<file path="src/rtl/lemmings_pkg.sv">
// Shared constants for the Lemmings2 world model.
// Holds the default world geometry, the reset hole layout, the fall length
// and the width of the optional statistics counters.
package lemmings_pkg;

  localparam int unsigned WORLD_LEN_D = 8;
  localparam int unsigned POS_W_D     = 3;
  localparam int unsigned START_POS_D = 3;
  localparam logic [7:0]  HOLE_MAP_D  = 8'b0010_0000;
  localparam int unsigned FALL_LEN_D  = 4;

  localparam int unsigned STAT_W = 8;

endpackage

</file>
<file path="src/rtl/lemmings_fall_timer.sv">
// Fall timer for the Lemmings2 world model.
// Counts the cycles the lemming spends without ground and pulses bridge_o on
// the cycle the hole under it must be filled in.
// Ports:
//   clk_i     clock, rising edge
//   rst_ni    asynchronous active-low reset
//   ground_i  ground present under the lemming
//   bridge_o  one-cycle pulse: the current hole is bridged at this edge
module lemmings_fall_timer #(
  parameter int unsigned FallLen = 4
) (
  input  logic clk_i,
  input  logic rst_ni,
  input  logic ground_i,
  output logic bridge_o
);

  localparam logic [3:0] CntLast = 4'(FallLen - 1);

  logic [3:0] fall_cnt_q, fall_cnt_d;

  // The lemming has already spent FallLen-1 cycles falling when this fires,
  // so together with the current cycle ground stays low for FallLen cycles.
  assign bridge_o = ~ground_i & (fall_cnt_q == CntLast);

  always_comb begin
    fall_cnt_d = fall_cnt_q + 4'd1;
    if (ground_i || bridge_o) begin
      fall_cnt_d = 4'd0;
    end
  end

  always_ff @(posedge clk_i or negedge rst_ni) begin
    if (!rst_ni) begin
      fall_cnt_q <= 4'd0;
    end else begin
      fall_cnt_q <= fall_cnt_d;
    end
  end

endmodule

</file>
<file path="src/rtl/lemmings_world.sv">
// Environment model for the Lemmings2 walker FSM.
// Takes the walker's walk_left / walk_right / aaah and answers with
// bump_left / bump_right / ground for a 1-D world of WORLD_LEN cells with
// walls at both ends. A hole is bridged for good once the lemming has been
// falling in it for FALL_LEN cycles.
// Ports:
//   clk, rst_n               clock (rising edge), asynchronous active-low reset
//   walk_left, walk_right    walker direction
//   aaah                     walker is falling
//   bump_left, bump_right    lemming stands against the left / right wall
//   ground                   ground present under the lemming
//   pos                      current cell
//   protocol_err             sticky flag for illegal input combinations
//   bump_count, fall_count   saturating statistics, only with
//                            LEMMINGS_WORLD_STATS_EN defined
module lemmings_world
  import lemmings_pkg::*;
#(
  parameter int unsigned          WORLD_LEN = WORLD_LEN_D,
  parameter int unsigned          POS_W     = POS_W_D,
  parameter int unsigned          START_POS = START_POS_D,
  parameter logic [WORLD_LEN-1:0] HOLE_MAP  = WORLD_LEN'(HOLE_MAP_D),
  parameter int unsigned          FALL_LEN  = FALL_LEN_D
) (
  input  logic              clk,
  input  logic              rst_n,
  input  logic              walk_left,
  input  logic              walk_right,
  input  logic              aaah,
  output logic              bump_left,
  output logic              bump_right,
  output logic              ground,
  output logic [POS_W-1:0]  pos,
`ifdef LEMMINGS_WORLD_STATS_EN
  output logic [STAT_W-1:0] bump_count,
  output logic [STAT_W-1:0] fall_count,
`endif
  output logic              protocol_err
);

  localparam logic [POS_W-1:0] PosLast  = POS_W'(WORLD_LEN - 1);
  localparam logic [POS_W-1:0] PosStart = POS_W'(START_POS);

  logic [POS_W-1:0]     pos_q, pos_d;
  logic [WORLD_LEN-1:0] hole_q, hole_d;
  logic                 err_q;
  logic                 illegal;
  logic                 move;
  logic                 bridge;

  assign ground       = ~hole_q[pos_q];
  assign bump_left    = ground & (pos_q == '0);
  assign bump_right   = ground & (pos_q == PosLast);
  assign pos          = pos_q;
  assign protocol_err = err_q;

  // Opposing walks, or falling while still claiming to walk.
  assign illegal = (walk_left & walk_right) | (aaah & (walk_left | walk_right));
  assign move    = ground & ~aaah & ~illegal;

  lemmings_fall_timer #(
    .FallLen (FALL_LEN)
  ) u_fall_timer (
    .clk_i    (clk),
    .rst_ni   (rst_n),
    .ground_i (ground),
    .bridge_o (bridge)
  );

  always_comb begin
    pos_d  = pos_q;
    hole_d = hole_q;
    // Walking into a wall holds the position; the walker turns on that edge.
    if (move && walk_left && (pos_q != '0)) begin
      pos_d = pos_q - 1'b1;
    end else if (move && walk_right && (pos_q != PosLast)) begin
      pos_d = pos_q + 1'b1;
    end
    if (bridge) begin
      hole_d[pos_q] = 1'b0;
    end
  end

  always_ff @(posedge clk or negedge rst_n) begin
    if (!rst_n) begin
      pos_q  <= PosStart;
      hole_q <= HOLE_MAP;
      err_q  <= 1'b0;
    end else begin
      pos_q  <= pos_d;
      hole_q <= hole_d;
      err_q  <= err_q | illegal;
    end
  end

`ifdef LEMMINGS_WORLD_STATS_EN
  logic [STAT_W-1:0] bump_count_q, fall_count_q;
  logic              bump_hit;

  assign bump_hit   = (walk_left & bump_left) | (walk_right & bump_right);
  assign bump_count = bump_count_q;
  assign fall_count = fall_count_q;

  always_ff @(posedge clk or negedge rst_n) begin
    if (!rst_n) begin
      bump_count_q <= '0;
      fall_count_q <= '0;
    end else begin
      if (bump_hit && (bump_count_q != '1)) begin
        bump_count_q <= bump_count_q + 1'b1;
      end
      if (bridge && (fall_count_q != '1)) begin
        fall_count_q <= fall_count_q + 1'b1;
      end
    end
  end
`endif

endmodule

</file>
<file path="config.mk">
export PLATFORM = sky130hd
export DESIGN_NAME = lemmings_world
export DESIGN_NICKNAME = d
export VERILOG_FILES = /design/src/rtl/lemmings_pkg.sv /design/src/rtl/lemmings_fall_timer.sv /design/src/rtl/lemmings_world.sv
export SDC_FILE = /design/constraint.sdc
export NUM_CORES = 1
export LEC_CHECK = 0
export CAP_MARGIN = 20
export CELL_PAD_IN_SITES_DETAIL_PLACEMENT = 0
export CELL_PAD_IN_SITES_GLOBAL_PLACEMENT = 1
export CORE_UTILIZATION = 35
export DETAILED_ROUTE_END_ITERATION = 8
export MAX_ROUTING_LAYER = met4
export PLACE_DENSITY_LB_ADDON = 0.08
export SETUP_SLACK_MARGIN = 0.02
export SYNTH_ARGS = -nofsm -noshare
export SYNTH_HDL_FRONTEND = slang
export SYNTH_SLANG_ARGS = --single-unit
</file>
<file path="constraint.sdc">
create_clock -name clk -period 3.7 [get_ports clk]
set_clock_uncertainty 0.05 [all_clocks]
set_input_delay 0.74 -clock clk [delete_from_list [all_inputs] [get_ports clk]]
set_output_delay 0.74 -clock clk [all_outputs]
set_load 0.05 [all_outputs]
</file>
==> results of run 1 <==
## through the flow
stage               utilization [%]  cell area, um^2  setup WS, ps
floorplan                         -              838           575
global placement               42.9              957           533
detailed placement             42.9              957           482
CTS                            44.5              993           155
global route                   44.5              993          67.9
finish                         44.5              993           176
## area by class of cell
cell class | instances | area, um^2 | share of cell area [%]
timing repair buffer | 11 | 110 | 11.1
sequential | 16 | 404 | 40.7
inverter | 3 | 11.3 | 1.13
clock buffer | 4 | 36.3 | 3.65
multi-input combinational | 48 | 397 | 39.9
tap | 28 | 35.0 | 3.53
## path summary, 6_finish.rpt
path | from | endpoint | slack, ps | cells past startpoint
worst max-delay path | pos[0] | ground | 180 | 4
worst min-delay path | hole_q[5] | hole_q[5] | 410 | 1
worst max register to register | pos[0] | pos[2] | 640 | 8
worst min register to register | hole_q[5] | hole_q[5] | 410 | 1
max in group asynchronous | rst_n | hole_q[3] | 2330 | 1
min in group asynchronous | rst_n | u_fall_timer.fall_cnt_q[3] | 820 | 1
## routing by layer
metal  global-route usage, %  part of all wire (%)  vias up
li1                        -                     -      284
met1                    19.4                    48      297
met2                    23.7                    47       11
met3                    6.25                   4.1        2
met4                    4.17                  0.50        0
met5                       -                     0        -
## Yosys cell counts, types with 2 or more instances
cell type,count,area share [%]
o21a_1,3,2.7
nand3b_1,2,1.8
nand2_1,6,2.7
inv_1,3,1.3
dfrtp_1,13,39
a21oi_1,2,1.2
dfstp_2,3,9.4
nor2_1,5,2.2
nand3_1,2,1.2
mux4_2,3,8.1
o41a_1,2,2.7
o31a_1,2,2.1
## worst register-to-register path, cell delays in order (launching register included)
cell	delay (ps)
dfstp_2	640
mux4_2	540
mux2_4	330
or3_1	370
fa_1	410
nor3b_1	190
a32oi_1	100
o31ai_1	200
o41ai_1	100
## cells by family after synthesis
logic type               after synthesis  share of synthesized area (%)
XOR/XNOR                               1                           1.04
buffers and inverters                  6                           4.48
multiplexers                           5                           11.0
AND/OR/NAND/NOR                       23                           14.2
AO/OA/AOI/OAI                         17                           17.2
adder cells (fa/ha/maj)                2                           3.88
flip-flops                            16                           48.2
## report_power, final
part	total [uW]	internal, uW	switching [uW]
clock network	113	59.9	52.8
logic	241	88.2	153
registers	254	201	53.0
total	608	349	259
## state kept, by name (all words and copies together), names as in the netlist
signal	flops
hole_q	8
pos	3
u_fall_timer.fall_cnt_q	4
protocol_err	1
## cell usage in the layout (no fill, tap or decap), types with 2 or more instances in the layout
master,netlist,layout
o31a_1,2,2
dfstp_2,3,3
clkbuf_4,0,3
clkdlybuf4s50_1,0,11
nor2_1,5,5
nand3_1,2,2
a21oi_1,2,2
dfrtp_1,13,13
nand2_1,6,6
mux4_2,3,3
o21a_1,3,3
inv_1,3,3
o41a_1,2,2
nand3b_1,2,2
==> results.yml, run 1 <==
synthesis:
  ys_types: 36
  synth.yosys.seq_area_share_pct: 48.2
  syn_nets: 77
  synth_flop_cell: "dfrtp_1"
  async_flop_share_pct: 100
  synth-edff-count: 0
  netlist_instances: 70
  synth_area_per_cell_um2: 12.0
  synth.ff_latch_count: 16
  yosys_warnings: 0
  synth_area_um2: 838
die:
  die_h_um: 50.9
  num_io_pins: 12
  initial_core_util_pct: 37.5
  die_w_um: 50.9
  die-area_um2: 2590
  rows: 17
  core_area_um2: 2230
global_route:
  grt_pass1_wl_um: 2870
  grt_use_total_pct: 15.7
  antenna_found_initial: 0
  grt-ovfl-total: 0
  grt_pass1_vias: 612
  grt_max_degree: 17
detailed_routing:
  vias_per_cell: 5.40
  vias: 594
  drc: 0
  routed_wirelength_um: 1590
  ant_nets: 0
  firstDrtPassIters: 4
  wl_per_cell_um: 14.5
  drtIter0Drc: 4
clocking:
  htree_levels: 1
  tritoncts: "yes"
  clock-sinks: 16
  cts_buffer_depth: 2
  cts_resized: 0
  postCtsHoldBufs: 0
  root_buffer: "clkbuf_4"
  clock_latency_ps: 280
  cts_buffers: 3
  path_clk_slew_ps: 90
  postCtsSetupBuffers: 0
setup_path:
  critPathBufInv: 2
  slowest_delay_ps: 810
  start_kind: "flip-flop"
  cp.required_ps: 2910
  crit_slowest_cell: "clkdlybuf4s50_1"
  worstPathCellList: "mux4_2, mux2_4, inv_1, clkdlybuf4s50_1"
  crit_fanout: 9
  cp-end-kind: "output port"
  critPathTopFamily: "buffers and inverters"
  crit_arrival_ps: 2730
  worstSetupPathType: "reg -> out"
layout:
  fillers: 213
  area_growth_pct: 18.5
  fin_nets: 90
  drive_gt1_share_pct: 18.3
  antenna_cells: 0
  instances_no_fill: 110
sta:
  max_freq_ghz: 0.284
  slew_headroom_pct: 52.8
  setup_violations: 0
  hold-worst-slack_ps: 413
  fin_crit_sh_pct: 95.2
  hold_violations: 0
  slew_viol_final: 0
  tightest_slew_ps: 706
  fin_crit_ps: 3520
  tns_ps: 0
  rsz0062_at_grt: "no"
power_and_ir_drop:
  p_per_area_nw_per_um2: 612
  irDropWorstVdd_v: 0.000310
  report.power.total_uw: 608
  power.leakage_uw: 0.000401
placed_design:
  place.gp.congestion: 0.738
  hpwlAfterDp_um: 1220
  port_buffers: 11
  dp.cells: 106
status:
  status: "complete, no violations"
flow_run:
  drv_cap: 0
hold_path:
  hp-class: "reg -> reg"
Note: power is estimated with default switching activity, not from simulation.
==> run 2: changes to the inputs <==
--- a/config.mk
+++ b/config.mk
@@ -10,6 +10,7 @@
 export CELL_PAD_IN_SITES_GLOBAL_PLACEMENT = 1
 export CORE_UTILIZATION = 35
 export DETAILED_ROUTE_END_ITERATION = 8
+export DONT_BUFFER_PORTS = 1
 export MAX_ROUTING_LAYER = met4
 export PLACE_DENSITY_LB_ADDON = 0.08
 export SETUP_SLACK_MARGIN = 0.02
==> run 2 against run 1 <==
- critical path depth is 4 higher
- count of clock-buffer cells in the layout stayed put
- clock power is 12% lower
- register-to-register slack better by 40 ps
- worst setup slack better by 500 ps
- worst hold slack worse by 350 ps
- cell count is 5.5% lower
- non-clock buffer count is 6 lower
- fmax is 17% higher
- sequential share of layout area is 3.7 points higher
- first-iteration DRC count is 25% higher
- global-route usage is 1.4 points higher
- critical endpoint is now pos[2]
- largest cell class unchanged
- highest routed layer unchanged
==> results.yml, run 2 (synthesized netlist as in run 1, its figures left out) <==
setup_path:
  r2r-start: "pos[0]"
  cp-end-kind: "flip-flop"
  crit_arrival_ps: 3150
  crit_path_end: "pos[2]"
  worstSetupPathType: "reg -> reg"
  start_kind: "flip-flop"
  cp-startpoint: "pos[0]"
  critPathBufInv: 0
  crit_slowest_cell: "dfstp_2"
  worstPathCellList: "mux4_2, mux2_4, or3_1, fa_1, nor3b_1, a32oi_1, o31ai_1, o41ai_1"
  rr_endpoint: "pos[2]"
  cp.required_ps: 3840
  slowest_delay_ps: 590
  reg2reg_slack_ps: 680
  crit_fanout: 7
  cp_num_cells: 8
  critPathTopFamily: "multiplexers"
  rr_worst_depth: 8
clocking:
  root_buffer: "clkbuf_4"
  clock_latency_ps: 300
  postCtsSetupBuffers: 0
  cts_buffers: 3
  htree_levels: 1
  cts_resized: 0
  postCtsHoldBufs: 0
  path_clk_slew_ps: 110
  clock-sinks: 16
  cts_buffer_depth: 2
  tritoncts: "yes"
sta:
  tns_ps: 0
  hold-worst-slack_ps: 65.8
  slew_headroom_pct: 66.1
  setup_violations: 0
  fin_crit_ps: 3020
  slew_viol_final: 0
  hold_violations: 0
  tightest_slew_ps: 508
  fin_crit_sh_pct: 81.6
  max_freq_ghz: 0.331
  rsz0062_at_grt: "no"
global_route:
  gr-usage-met2_pct: 22.6
  grt_use_met3_pct: 6.85
  grt_use_total_pct: 17.0
  grt_pass1_wl_um: 3040
  grt_max_degree: 17
  grt_use_met1_pct: 22.2
  busiest_layer: "met2"
  grt-ovfl-total: 0
  antenna_found_initial: 0
  grt_pass1_vias: 638
layout:
  fillers: 229
  mostFrequentLayoutCells: "dfrtp_1, nand2_1, nor2_1, buf_4"
  fin_nets: 84
  drive_gt1_share_pct: 25.0
  regMostFlops: "hole_q"
  regArea_um2: 404
  largest_reg_flops: 8
  area_growth_pct: 8.66
  layout_commonest_cell: "dfrtp_1"
  multiInputGateArea_um2: 397
  antenna_cells: 0
placed_design:
  place.gp.congestion: 0.756
  hpwlAfterDp_um: 1290
  port_buffers: 0
power_and_ir_drop:
  p_per_area_nw_per_um2: 646
  power.leakage_uw: 0.000377
  irDropWorstVdd_v: 0.000317
die:
  die_w_um: 50.9
  die_h_um: 50.9
  rows: 17
  core_area_um2: 2230
  initial_core_util_pct: 37.5
  num_io_pins: 12
  die-area_um2: 2590
detailed_routing:
  wl_per_cell_um: 16.7
  vias: 586
  drtIter0Drc: 5
  drc: 0
  firstDrtPassIters: 4
  ant_nets: 0
  routed_wirelength_um: 1740
  vias_per_cell: 5.63
status:
  status: "complete, no violations"
hold_path:
  hp-class: "in -> async"
flow_run:
  drv_cap: 0
## run 2: worst min-delay path by stage
stage | start | end | slack, ps | cells past startpoint
after floorplan | rst_n | hole_q[0] | 390 | 0
after global placement | rst_n | u_fall_timer.fall_cnt_q[3] | 390 | 0
after detailed placement | rst_n | u_fall_timer.fall_cnt_q[3] | 390 | 0
after CTS | rst_n | protocol_err | 60 | 0
after global routing | rst_n | u_fall_timer.fall_cnt_q[3] | 30 | 0
final | rst_n | u_fall_timer.fall_cnt_q[3] | 70 | 0
## run 2: worst register-to-register path, delay by kind of cell, from the launching register on
kind	cells	cell delay, ps
AOI/OAI and AO/OA	3	480
adders and majority gates	1	390
DFF	1	590
muxes	2	840
and+or+nand+nor	2	570
## run 2: power breakdown
| group | switching (uW) | leakage (uW) | internal, uW |
|---|---|---|---|
| Clock | 58.3 | 0.0000150 | 42.0 |
| Sequential | 37.3 | 0.000206 | 200 |
| Combinational | 173 | 0.000156 | 76.9 |
## run 2: area by class of cell
type / count / area share [%]
Timing Repair Buffer: 5 / 4.12
Tap cell: 28 / 3.85
Inverter: 3 / 1.24
Multi-Input combinational cell: 48 / 43.5
Clock buffer: 4 / 2.88
Sequential cell: 16 / 44.4
## run 2: stage by stage
step                total power [uW]  area (um^2)  util [%]  setup WS, ps  std cells
floorplan                        437          838         -           575         70
global placement                 492          885      39.6           706        100
detailed placement               492          885      39.6           739        100
CTS                              595          911      40.8           710        104
global route                     630          911      40.8           513        104
finish                           588          911      40.8           680        104
## run 2: routing by layer
layer,vias up,routed length [um]
met5,-,0
li1,270,-
met3,4,97
met4,0,26
met1,298,853
met2,14,761
